$ cat src/rtl/triangle_scanner.sv
// Bounding-box scanner: walks every pixel of a triangle's clamped bounding box and issues framebuffer writes.
// Optional build macro TRIANGLE_SCANNER_CULL_BLACK_EN skips pixels whose rasterizer colour is black.
`ifndef FIXEDPOINT_WIDTH
`define FIXEDPOINT_WIDTH 32
`endif

module triangle_scanner #(
   parameter int SCREEN_WIDTH  = 64,
   parameter int SCREEN_HEIGHT = 64,
   parameter int FRAC_BITS     = 16,
   localparam int ADDR_W       = $clog2(SCREEN_WIDTH*SCREEN_HEIGHT)
) (
   input  logic                                i_clk,
   input  logic                                i_reset,
   input  logic                                i_start,
   input  logic signed [`FIXEDPOINT_WIDTH-1:0] i_v1x,
   input  logic signed [`FIXEDPOINT_WIDTH-1:0] i_v1y,
   input  logic signed [`FIXEDPOINT_WIDTH-1:0] i_v2x,
   input  logic signed [`FIXEDPOINT_WIDTH-1:0] i_v2y,
   input  logic signed [`FIXEDPOINT_WIDTH-1:0] i_v3x,
   input  logic signed [`FIXEDPOINT_WIDTH-1:0] i_v3y,
   output logic signed [`FIXEDPOINT_WIDTH-1:0] o_x,
   output logic signed [`FIXEDPOINT_WIDTH-1:0] o_y,
   input  logic [7:0]                          i_r,
   input  logic [7:0]                          i_g,
   input  logic [7:0]                          i_b,
   output logic                                o_fb_valid,
   input  logic                                i_fb_ready,
   output logic [ADDR_W-1:0]                   o_fb_addr,
   output logic [23:0]                         o_fb_data,
   output logic                                o_busy,
   output logic                                o_done
);

   localparam int FW = `FIXEDPOINT_WIDTH;
   localparam int XW = (SCREEN_WIDTH  > 1) ? $clog2(SCREEN_WIDTH)  : 1;
   localparam int YW = (SCREEN_HEIGHT > 1) ? $clog2(SCREEN_HEIGHT) : 1;
   localparam logic signed [FW-1:0] XHI = FW'(SCREEN_WIDTH - 1);
   localparam logic signed [FW-1:0] YHI = FW'(SCREEN_HEIGHT - 1);

   typedef enum logic [1:0] {
      S_IDLE  = 2'd0,
      S_SETUP = 2'd1,
      S_SCAN  = 2'd2,
      S_DONE  = 2'd3
   } state_t;

   state_t state_r, state_nxt_s;

   logic signed [FW-1:0] v1x_r, v1y_r, v2x_r, v2y_r, v3x_r, v3y_r;
   logic signed [FW-1:0] ix1_s, iy1_s, ix2_s, iy2_s, ix3_s, iy3_s;
   logic signed [FW-1:0] bx_min_s, bx_max_s, by_min_s, by_max_s;
   logic [XW-1:0]        cxmin_s, cxmax_s;
   logic [YW-1:0]        cymin_s, cymax_s;
   logic                 reject_s;

   logic [XW-1:0]     xmin_r, xmax_r, x_r, x_nxt_s, x_fin_s;
   logic [YW-1:0]     ymax_r, y_r, y_nxt_s, y_fin_s;
   logic [ADDR_W-1:0] addr_r, addr_nxt_s;

   logic        scan_s, valid_s, skip_s, adv_s;
   logic [23:0] pix_s;

   function automatic logic signed [FW-1:0] min3(input logic signed [FW-1:0] a,
                                                 input logic signed [FW-1:0] b,
                                                 input logic signed [FW-1:0] c);
      logic signed [FW-1:0] m;
      m = (a < b) ? a : b;
      return (c < m) ? c : m;
   endfunction

   function automatic logic signed [FW-1:0] max3(input logic signed [FW-1:0] a,
                                                 input logic signed [FW-1:0] b,
                                                 input logic signed [FW-1:0] c);
      logic signed [FW-1:0] m;
      m = (a > b) ? a : b;
      return (c > m) ? c : m;
   endfunction

   function automatic logic [XW-1:0] clamp_x(input logic signed [FW-1:0] v);
      logic [XW-1:0] r;
      if (v[FW-1])       r = {XW{1'b0}};
      else if (v > XHI)  r = XHI[XW-1:0];
      else               r = v[XW-1:0];
      return r;
   endfunction

   function automatic logic [YW-1:0] clamp_y(input logic signed [FW-1:0] v);
      logic [YW-1:0] r;
      if (v[FW-1])       r = {YW{1'b0}};
      else if (v > YHI)  r = YHI[YW-1:0];
      else               r = v[YW-1:0];
      return r;
   endfunction

   // Arithmetic shift floors toward minus infinity, matching pixel ownership of negative coordinates.
   assign ix1_s = v1x_r >>> FRAC_BITS;
   assign iy1_s = v1y_r >>> FRAC_BITS;
   assign ix2_s = v2x_r >>> FRAC_BITS;
   assign iy2_s = v2y_r >>> FRAC_BITS;
   assign ix3_s = v3x_r >>> FRAC_BITS;
   assign iy3_s = v3y_r >>> FRAC_BITS;

   assign bx_min_s = min3(ix1_s, ix2_s, ix3_s);
   assign bx_max_s = max3(ix1_s, ix2_s, ix3_s);
   assign by_min_s = min3(iy1_s, iy2_s, iy3_s);
   assign by_max_s = max3(iy1_s, iy2_s, iy3_s);

   assign cxmin_s = clamp_x(bx_min_s);
   assign cxmax_s = clamp_x(bx_max_s);
   assign cymin_s = clamp_y(by_min_s);
   assign cymax_s = clamp_y(by_max_s);

   assign reject_s = bx_max_s[FW-1] | by_max_s[FW-1] | (bx_min_s > XHI) | (by_min_s > YHI);

   assign scan_s = (state_r == S_SCAN);
   assign pix_s  = {i_r, i_g, i_b};

`ifdef TRIANGLE_SCANNER_CULL_BLACK_EN
   assign valid_s = scan_s & (pix_s != 24'd0);
   assign skip_s  = scan_s & (pix_s == 24'd0);
`else
   assign valid_s = scan_s;
   assign skip_s  = 1'b0;
`endif

   assign adv_s = (valid_s & i_fb_ready) | skip_s;

   // Next-state and row-major pixel stepping
   always_comb begin
      state_nxt_s = state_r;
      x_nxt_s     = x_r;
      y_nxt_s     = y_r;
      case (state_r)
         S_IDLE: begin
            if (i_start) state_nxt_s = S_SETUP;
            else         state_nxt_s = S_IDLE;
         end
         S_SETUP: begin
            if (reject_s) begin
               state_nxt_s = S_DONE;
            end else begin
               state_nxt_s = S_SCAN;
               x_nxt_s     = cxmin_s;
               y_nxt_s     = cymin_s;
            end
         end
         S_SCAN: begin
            if (adv_s) begin
               if (x_r == xmax_r) begin
                  if (y_r == ymax_r) begin
                     state_nxt_s = S_DONE;
                  end else begin
                     x_nxt_s = xmin_r;
                     y_nxt_s = y_r + 1'b1;
                  end
               end else begin
                  x_nxt_s = x_r + 1'b1;
               end
            end else begin
               state_nxt_s = S_SCAN;
            end
         end
         S_DONE:  state_nxt_s = S_IDLE;
         default: state_nxt_s = S_IDLE;
      endcase
   end

   // Counters read as zero whenever no scan is in progress, so o_x/o_y/o_fb_addr idle at 0.
   assign x_fin_s    = (state_nxt_s == S_SCAN) ? x_nxt_s : {XW{1'b0}};
   assign y_fin_s    = (state_nxt_s == S_SCAN) ? y_nxt_s : {YW{1'b0}};
   assign addr_nxt_s = ADDR_W'(y_fin_s) * ADDR_W'(SCREEN_WIDTH) + ADDR_W'(x_fin_s);

   // State, pixel counters, address and vertex/bounding-box capture
   always_ff @(posedge i_clk) begin
      if (i_reset) begin
         state_r <= S_IDLE;
         x_r     <= {XW{1'b0}};
         y_r     <= {YW{1'b0}};
         addr_r  <= {ADDR_W{1'b0}};
         xmin_r  <= {XW{1'b0}};
         xmax_r  <= {XW{1'b0}};
         ymax_r  <= {YW{1'b0}};
         v1x_r   <= {FW{1'b0}};
         v1y_r   <= {FW{1'b0}};
         v2x_r   <= {FW{1'b0}};
         v2y_r   <= {FW{1'b0}};
         v3x_r   <= {FW{1'b0}};
         v3y_r   <= {FW{1'b0}};
      end else begin
         state_r <= state_nxt_s;
         x_r     <= x_fin_s;
         y_r     <= y_fin_s;
         addr_r  <= addr_nxt_s;
         if ((state_r == S_IDLE) && i_start) begin
            v1x_r <= i_v1x;
            v1y_r <= i_v1y;
            v2x_r <= i_v2x;
            v2y_r <= i_v2y;
            v3x_r <= i_v3x;
            v3y_r <= i_v3y;
         end
         if (state_r == S_SETUP) begin
            xmin_r <= cxmin_s;
            xmax_r <= cxmax_s;
            ymax_r <= cymax_s;
         end
      end
   end

   assign o_x        = signed'(FW'(x_r) << FRAC_BITS);
   assign o_y        = signed'(FW'(y_r) << FRAC_BITS);
   assign o_fb_valid = valid_s;
   assign o_fb_addr  = addr_r;
   assign o_fb_data  = scan_s ? pix_s : 24'd0;
   assign o_busy     = (state_r != S_IDLE);
   assign o_done     = (state_r == S_DONE);

endmodule

$ cat config.mk
export PLATFORM = sky130hd
export DESIGN_NAME = triangle_scanner
export DESIGN_NICKNAME = d
export VERILOG_FILES = /design/src/rtl/triangle_scanner.sv
export SDC_FILE = /design/constraint.sdc
export NUM_CORES = 1
export LEC_CHECK = 0
export ABC_AREA = 1
export ABC_CLOCK_PERIOD_IN_PS = 8900
export CORE_ASPECT_RATIO = 1.1
export CORE_UTILIZATION = 51
export CTS_CLUSTER_DIAMETER = 30
export CTS_CLUSTER_SIZE = 25
export DETAILED_ROUTE_END_ITERATION = 6
export GPL_ROUTABILITY_DRIVEN = 0
export PLACE_DENSITY = 0.95
export SLEW_MARGIN = 20
export SYNTH_ARGS = -nofsm -noshare
export SYNTH_HDL_FRONTEND = slang
export SYNTH_SLANG_ARGS = --single-unit
$ cat constraint.sdc
create_clock -name i_clk -period 8.9 [get_ports i_clk]
set_clock_uncertainty 0.05 [all_clocks]
set_input_delay 1.78 -clock i_clk [delete_from_list [all_inputs] [get_ports i_clk]]
set_output_delay 1.78 -clock i_clk [all_outputs]
set_load 0.05 [all_outputs]
==> reports/qor.txt, run 1 <==
SETUP PATH
-----------------------------------------------------------------------------------------------
Count of buffering cells on the critical path with inverters included                         4
CP startpoint kind                                                                         flop
Worst setup path endpoint                                                             xmax_r[5]
Crit path launch                                                                      v2x_r[31]
Number of cells traversed by the worst register-to-register path                             27
Maximum net fanout on the critical path                                                      32
Critical path type                                                                 flop to flop
Cell with the largest stage delay on the worst path                                sky130_fd_sc_hd__nand2_1
Delay-heaviest family, CP                                                          simple AND/OR/NAND/NOR gates
Critical Path End Type                                                                     flop
Reg-to-reg startpoint                                                                 v2x_r[31]
Worst endpoint required time                                                            9.20 ns
Critical path's largest stage delay                                                     0.71 ns
Worst flop-to-flop path endpoint                                                      xmax_r[5]
Cell repeated most along the worst path                                            sky130_fd_sc_hd__nand2_1
Cell depth of the worst setup path                                                           27
Slack of the worst reg-to-reg path                                                      3.25 ns
Arrival time at the worst endpoint                                                      5.94 ns

CTS
-----------------------------------------------------------------------------------------------
Number of clock buffers inserted by TritonCTS                                                17
Clock tree root driver cell                                                        sky130_fd_sc_hd__clkbuf_16
Max Root-Sink Buffers                                                                         2
Clock input transition at the sequential cells of the worst setup and hold paths        0.06 ns
Post-CTS setup buffers                                                                        0
Total of cells resized after clock tree synthesis                                             0
Hold buffers post-CTS                                                                         0
H-tree depth                                                                                  4
Clock network latency to the later pin of the worst-skew pair                           0.42 ns
Sink Count                                                                                  128
CTS tree                                                                                   done

CELLS AND AREA
-----------------------------------------------------------------------------------------------
Post-layout instance count excluding filler cells                                         1,807
Fraction of final layout cells with drive strength greater than 1                        0.0512
N_diodes                                                                                      0
Final nets                                                                                1,876
Area growth from synthesis to layout                                                      23.5%

SYNTHESIS
-----------------------------------------------------------------------------------------------
Synthesized flop and latch total                                                            128
Fraction of synthesized area in multiplexers                                                  0
Post-synth top flop                                                                sky130_fd_sc_hd__dfxtp_1
Post-Synth Adder-Cell Area                                                                0.137
Xor/xnor cell area share of the yosys netlist                                           0.00457
Post-Synth Simple-Gate Area                                                               0.268
Async set-reset flop share out of synthesis                                                   0
Syn Inst Count                                                                            1,425
Number of library cell types mapped by synthesis                                             50
Main combinational cell family by area after synthesis                             simple AND/OR/NAND/NOR gates
Synth warnings                                                                                0
Compound-Gate Fraction of Synth Area                                                      0.177
Register area share after synthesis                                                       0.267
Average instance area after synthesis                                                  6.73 um2
Number of enable-type register cells in the synthesized netlist                               0
Synth Cell Area                                                                        9590 um2

GLOBAL ROUTING
-----------------------------------------------------------------------------------------------
Total overflow reported by the global router                                                  0
All-Layer GR Usage                                                                        0.275
First-pass GRT wire length                                                            43,400 um
Number of antenna violations at the first check in global routing                             0
Number of global-route vias before repair                                                 9,446
Largest net degree at the start of global routing                                           104

FLOORPLAN
-----------------------------------------------------------------------------------------------
Initial core utilization                                                                  0.521
Site row count                                                                               52
Core region area                                                                     18,400 um2
Vertical extent of the die                                                               146 um
Number of placed I/O pins                                                                   323
Area enclosed by the die boundary                                                    19,300 um2
Die width                                                                                133 um

ROUTE
-----------------------------------------------------------------------------------------------
Overall via count from detail_route                                                       9,902
Remaining antenna violation count after routing                                               0
Drt first-iter violations                                                                   723
DRC violation count after routing                                                             0
Avg WL per Cell                                                                         14.6 um
Ratio of routed vias to standard cells                                                     5.48
DR pass1 iterations                                                                           5
Total detailed-routing wirelength                                                     26,400 um

TIMING
-----------------------------------------------------------------------------------------------
Share of the clock period used by the worst path                                          0.634
Total of endpoints with negative setup slack in the final report                              0
Max transition margin                                                                     0.350
Setup repair after global routing missed its margin                                          no
Total negative slack                                                                       0 ns
Slew at the pin closest to its max-slew limit                                          0.976 ns
Total count of hold-check failures in the final report                                        0
Final Max Slew Viols                                                                          0
Post-route minimum period                                                               5.65 ns
Peak Freq                                                                               177 MHz

JOB
-----------------------------------------------------------------------------------------------
Max capacitance violation total                                                               0

PWR
-----------------------------------------------------------------------------------------------
Static power due to leakage                                                          0.00553 uW
Power per cell area                                                                  475 nW/um2
Maximum vdd ir drop                                                                    0.249 mV

PLACE
-----------------------------------------------------------------------------------------------
Placed cell count                                                                         1,775
Hpwl dp                                                                               19,100 um
Quantity of I/O buffers inserted on ports                                                   174

MIN PATH
-----------------------------------------------------------------------------------------------
Min-Delay Path Class                                                               flop to flop

RUN STATUS
-----------------------------------------------------------------------------------------------
Run status                                                                         complete, no violations

==> flip-flops by register name, summed over array words and instances (netlist names) <==
signal and count:
o_fb_addr 1, state_r 2, v1x_r 16, v1y_r 16, v2x_r 16, v2y_r 16
v3x_r 16, v3y_r 16, x_r 5, xmax_r 6, xmin_r 6, y_r 6
ymax_r 6
==> layout make-up <==
cell class / count / area [um2]
inverter: 180 / 678
clock buffer: 18 / 439
clock inverter: 14 / 260
sequential: 128 / 2560
multi-input combinational: 1047 / 5830
fill: 1499 / 6580
tap: 243 / 304
timing repair buffer: 177 / 1760
==> layer usage <==
layer,GRT usage,vias up,wire length (um)
met5,0,-,0
met4,0.139,0,1090
met3,0.0488,109,1660
met2,0.494,453,13100
met1,0.311,4506,10500
li1,-,4834,-
==> Yosys cell counts, drive strengths merged, types with 5 or more instances <==
library cell	n	area share
a211oi	72	0.056
a21oi	88	0.046
buf	76	0.057
clkbuf	45	0.018
dfxtp	128	0.27
ha	105	0.14
inv	180	0.071
nand2	385	0.16
nand3	54	0.031
nand4	17	0.011
nor2	121	0.050
nor3	14	0.0084
nor4	5	0.0039
o211ai	17	0.013
o21a	7	0.0055
o21ai	82	0.045
xor2	5	0.0046
==> cell families (layout without fill, tap and decap cells) <==
kind of cell,after synthesis,count (layout)
AOI/OAI and AO/OA,278,278
buffers and inverters,301,389
other,1,52
DFF,128,128
adders and majority gates,105,105
xor gates and xnor gates,5,5
and+or+nand+nor,607,607
==> worst reg2reg max path, cell delays in order, from the launching register on <==
cell,delay (ns)
sky130_fd_sc_hd__dfxtp_1,0.32
sky130_fd_sc_hd__inv_1,0.09
sky130_fd_sc_hd__ha_1,0.41
sky130_fd_sc_hd__nand2_2,0.10
sky130_fd_sc_hd__nor3_2,0.30
sky130_fd_sc_hd__nand2_2,0.14
sky130_fd_sc_hd__nand2_2,0.08
sky130_fd_sc_hd__nand2_2,0.07
sky130_fd_sc_hd__nand2_4,0.21
sky130_fd_sc_hd__inv_4,0.14
sky130_fd_sc_hd__nand2_1,0.71
sky130_fd_sc_hd__o21ai_0,0.30
sky130_fd_sc_hd__ha_1,0.42
sky130_fd_sc_hd__nand2_1,0.07
sky130_fd_sc_hd__inv_1,0.08
sky130_fd_sc_hd__nand3_1,0.10
sky130_fd_sc_hd__nor3_1,0.25
sky130_fd_sc_hd__nand2_1,0.09
sky130_fd_sc_hd__o2111ai_1,0.09
sky130_fd_sc_hd__nand2_1,0.08
sky130_fd_sc_hd__o21ai_0,0.08
sky130_fd_sc_hd__and2_0,0.51
sky130_fd_sc_hd__inv_1,0.16
sky130_fd_sc_hd__nand2_1,0.10
sky130_fd_sc_hd__nand3b_1,0.21
sky130_fd_sc_hd__o211ai_1,0.19
sky130_fd_sc_hd__nand2_1,0.08
sky130_fd_sc_hd__a21oi_1,0.15
==> worst min path at each step <==
stage	startpoint	end	depth (start not counted)
final	xmin_r[1]	xmin_r[1]	2
after global placement	xmin_r[1]	xmin_r[1]	2
after global routing	xmin_r[3]	xmin_r[3]	2
after CTS	xmin_r[3]	xmin_r[3]	2
after floorplan	xmin_r[5]	xmin_r[5]	2
after detailed placement	xmin_r[3]	xmin_r[3]	2
==> per-stage QoR <==
step | area (um2) | hold WS, ns | utilization | power, uW | setup WS, ns
floorplan | 9780 | 0.392 | - | 3810 | 4.86
global placement | 11100 | 0.405 | 0.605 | 4460 | 3.84
detailed placement | 11100 | 0.415 | 0.605 | 4630 | 3.54
CTS | 11800 | 0.423 | 0.643 | 5540 | 3.44
global route | 11800 | 0.438 | 0.643 | 6100 | 2.82
finish | 11800 | 0.425 | 0.643 | 5620 | 3.25
==> where the power goes <==
part	internal (uW)	total, uW	leakage (uW)	switching (uW)
Clock	561	833	0.000333	272
Sequential	749	910	0.00105	161
Combinational	1270	3880	0.00415	2610
==> placed cells by master (no fill, tap or decap), types with 3 or more instances in the layout <==
cell	count
sky130_fd_sc_hd__a21oi_1	87
sky130_fd_sc_hd__o2111ai_1	3
sky130_fd_sc_hd__xor2_1	5
sky130_fd_sc_hd__or2_2	3
sky130_fd_sc_hd__ha_1	105
sky130_fd_sc_hd__o21ai_0	75
sky130_fd_sc_hd__nand2_2	12
sky130_fd_sc_hd__clkinvlp_4	3
sky130_fd_sc_hd__clkdlybuf4s50_1	173
sky130_fd_sc_hd__nand4_1	17
sky130_fd_sc_hd__nor2_1	111
sky130_fd_sc_hd__o21a_1	7
sky130_fd_sc_hd__nand2_1	370
sky130_fd_sc_hd__nor3_1	12
sky130_fd_sc_hd__o211ai_1	17
sky130_fd_sc_hd__conb_1	52
sky130_fd_sc_hd__buf_4	4
sky130_fd_sc_hd__o21ai_2	3
sky130_fd_sc_hd__clkbuf_16	17
sky130_fd_sc_hd__inv_1	178
sky130_fd_sc_hd__nor2_2	10
sky130_fd_sc_hd__dfxtp_1	128
sky130_fd_sc_hd__nand3b_1	3
sky130_fd_sc_hd__nor4_1	4
sky130_fd_sc_hd__nand3_2	3
sky130_fd_sc_hd__bufinv_16	7
sky130_fd_sc_hd__nand2_4	3
sky130_fd_sc_hd__a211oi_1	72
sky130_fd_sc_hd__nand3_1	50
sky130_fd_sc_hd__o21ai_1	3
Power figures use the tool's default switching activity.
==> run 2: changes to the inputs <==
- ABC_CLOCK_PERIOD_IN_PS: 8900 -> 5900
- CORE_UTILIZATION: 51 -> 47
- PLACE_DENSITY: 0.95 -> 0.91
- clock period: 8.9 -> 5.9 ns (I/O delays scaled with it)
==> run 2 against run 1 <==
Compared with the run above:
- the flow now finishes with violations (design-rule violations)
- sequential power increased by 49%
- critical path type unchanged
- utilization decreased by 5.1 points
- sequential cell count unchanged
- via count decreased by 2.2%
- fmax increased by 5.4%
- highest routed layer unchanged
==> reports/qor.txt, run 2 (synthesis results as in run 1) <==
RUN STATUS
-----------------------------------------------------------------------------------------------
Run status                                                                         finished, violations left   was complete, no violations
Failing checks                                                                     design-rule violations

CELLS AND AREA
-----------------------------------------------------------------------------------------------
Filler cell count                                                                         1,736   was 1,499
Fraction of final layout cells with drive strength greater than 1                        0.0493   was 0.0512
Final nets                                                                                1,876   unchanged
Final core utilization                                                                    0.592   was 0.643
Area growth from synthesis to layout                                                      23.0%   was 23.5%
Most common library cell in the layout ignoring fill and taps                      sky130_fd_sc_hd__nand2_1   unchanged
N_diodes                                                                                      0   unchanged
Commonest cells after routing, fill and taps aside                                 sky130_fd_sc_hd__nand2_1 (370), sky130_fd_sc_hd__inv_1 (178), sky130_fd_sc_hd__clkdlybuf4s50_1 (173)   unchanged

PLACE
-----------------------------------------------------------------------------------------------
Hpwl dp                                                                               18,900 um   was 19,100 um
Quantity of I/O buffers inserted on ports                                                   174   unchanged

FLOORPLAN
-----------------------------------------------------------------------------------------------
Site row count                                                                               54   was 52
Area enclosed by the die boundary                                                    21,000 um2   was 19,300 um2
Number of placed I/O pins                                                                   323   unchanged
Die width                                                                                138 um   was 133 um
Initial core utilization                                                                  0.481   was 0.521
Vertical extent of the die                                                               152 um   was 146 um
Core region area                                                                     19,900 um2   was 18,400 um2

CTS
-----------------------------------------------------------------------------------------------
CTS tree                                                                                   done   unchanged
Clock input transition at the sequential cells of the worst setup and hold paths        0.06 ns   about the same
Total of cells resized after clock tree synthesis                                             0   unchanged
Clock tree root driver cell                                                        sky130_fd_sc_hd__clkbuf_16   unchanged
H-tree depth                                                                                  4   unchanged
Clock network latency to the later pin of the worst-skew pair                           0.44 ns   was 0.42 ns
Hold buffers post-CTS                                                                         0   unchanged
Post-CTS setup buffers                                                                        0   unchanged
Sink Count                                                                                  128   unchanged
Number of clock buffers inserted by TritonCTS                                                17   unchanged
Max Root-Sink Buffers                                                                         2   unchanged

ROUTE
-----------------------------------------------------------------------------------------------
Total detailed-routing wirelength                                                     25,900 um   was 26,400 um
Avg WL per Cell                                                                         14.2 um   was 14.6 um
Overall via count from detail_route                                                       9,689   was 9,902
Ratio of routed vias to standard cells                                                     5.34   was 5.48
Metal2 WL                                                                             12,800 um   was 13,100 um
Highest metal layer with signal wires                                                      met4   unchanged
DR pass1 iterations                                                                           7   was 5
DRC violation count after routing                                                            36   was 0
Wire length on met3                                                                     1550 um   was 1660 um
Metal1 wirelength                                                                     10,500 um   about the same
Drt first-iter violations                                                                   726   was 723
Remaining antenna violation count after routing                                               0   unchanged

SETUP PATH
-----------------------------------------------------------------------------------------------
Critical Path End Type                                                                     flop   unchanged
Critical path type                                                                 flop to flop   unchanged
Critical path's largest stage delay                                                     0.60 ns   was 0.71 ns
Maximum net fanout on the critical path                                                      32   unchanged
Arrival time at the worst endpoint                                                      5.66 ns   was 5.94 ns
CP startpoint kind                                                                         flop   unchanged
Cell repeated most along the worst path                                            sky130_fd_sc_hd__nand2_1   unchanged
Cell with the largest stage delay on the worst path                                sky130_fd_sc_hd__nand2_1   unchanged
Worst endpoint required time                                                            6.20 ns   was 9.20 ns

GLOBAL ROUTING
-----------------------------------------------------------------------------------------------
Largest net degree at the start of global routing                                            96   was 104
First-pass GRT wire length                                                            41,700 um   was 43,400 um
Total overflow reported by the global router                                                  0   unchanged
Number of global-route vias before repair                                                 9,029   was 9,446
Number of antenna violations at the first check in global routing                             0   unchanged
All-Layer GR Usage                                                                        0.248   was 0.275

TIMING
-----------------------------------------------------------------------------------------------
Share of the clock period used by the worst path                                          0.908   was 0.634
Total negative slack                                                                       0 ns   unchanged
Total of endpoints with negative setup slack in the final report                              0   unchanged
Setup repair after global routing missed its margin                                          no   unchanged
Slew at the pin closest to its max-slew limit                                          0.932 ns   was 0.976 ns
Max transition margin                                                                     0.378   was 0.350
Hold slack                                                                             0.422 ns   was 0.425 ns
Peak Freq                                                                               187 MHz   was 177 MHz
Final Max Slew Viols                                                                          0   unchanged
Total count of hold-check failures in the final report                                        0   unchanged
Post-route minimum period                                                               5.36 ns   was 5.65 ns

PWR
-----------------------------------------------------------------------------------------------
Power per cell area                                                                  707 nW/um2   was 475 nW/um2
Static power due to leakage                                                          0.00551 uW   was 0.00553 uW
Maximum vdd ir drop                                                                    0.379 mV   was 0.249 mV

MIN PATH
-----------------------------------------------------------------------------------------------
Min-Delay Path Class                                                               flop to flop   unchanged

JOB
-----------------------------------------------------------------------------------------------
Max capacitance violation total                                                               0   unchanged

## run 2: cell types whose count changed in the layout (fill, tap and decap cells not counted), sizes merged
cell      before  now
clkinvlp       3    2
bufinv         7    5
inv          181  180
clkbuf        18   21
## run 2: metal layers
metal	up-vias	track usage
met5	-	0
met4	0	0.120
met3	88	0.0471
met2	388	0.452
met1	4385	0.280
li1	4828	-
## run 2: through the flow
step           cells  area, um2  power (uW)  setup WS, ns
2_1_floorplan   1476       9780        5750          1.86
3_3_place_gp    1784      11100        6740         0.868
3_5_place_dp    1784      11100        6970         0.683
4_1_cts         1815      11800        8240         0.635
5_1_grt         1815      11800        9080       0.00740
6_report        1815      11800        8330         0.545
## run 2: path summary, 6_finish.rpt
| check | cells past startpoint | start | slack (ns) | end |
|---|---|---|---|---|
| setup / recovery | 26 | v2y_r[31] | 0.54 | ymax_r[5] |
| hold / removal | 2 | xmin_r[3] | 0.42 | xmin_r[3] |
| setup reg to reg | 26 | v2y_r[31] | 0.54 | ymax_r[5] |
| hold reg to reg | 2 | xmin_r[3] | 0.42 | xmin_r[3] |
## run 2: where the power goes
| part | internal [uW] | switching [uW] | total [uW] |
|---|---|---|---|
| registers | 1130 | 235 | 1360 |
| clock network | 768 | 399 | 1170 |
| logic | 1910 | 3890 | 5800 |
| total | 3810 | 4530 | 8330 |
## run 2: worst max-delay path, delay by kind of cell, from the launching register on
kind / cells / cell delay, ns
AND/OR/NAND/NOR: 12 / 2.24
AO/OA/AOI/OAI: 8 / 1.40
flip-flops: 1 / 0.35
buffers and inverters: 4 / 0.59
adder cells (fa/ha/maj): 2 / 0.64
## run 2: area by class of cell
class	count	area, um2	area share
well taps	252	315	0.0267
inverters	180	678	0.0575
clock buffers	21	460	0.0391
repair buffers	177	1760	0.149
multi-input cells	1047	5830	0.494
clock inverters	10	184	0.0156
flip-flops and latches	128	2560	0.217
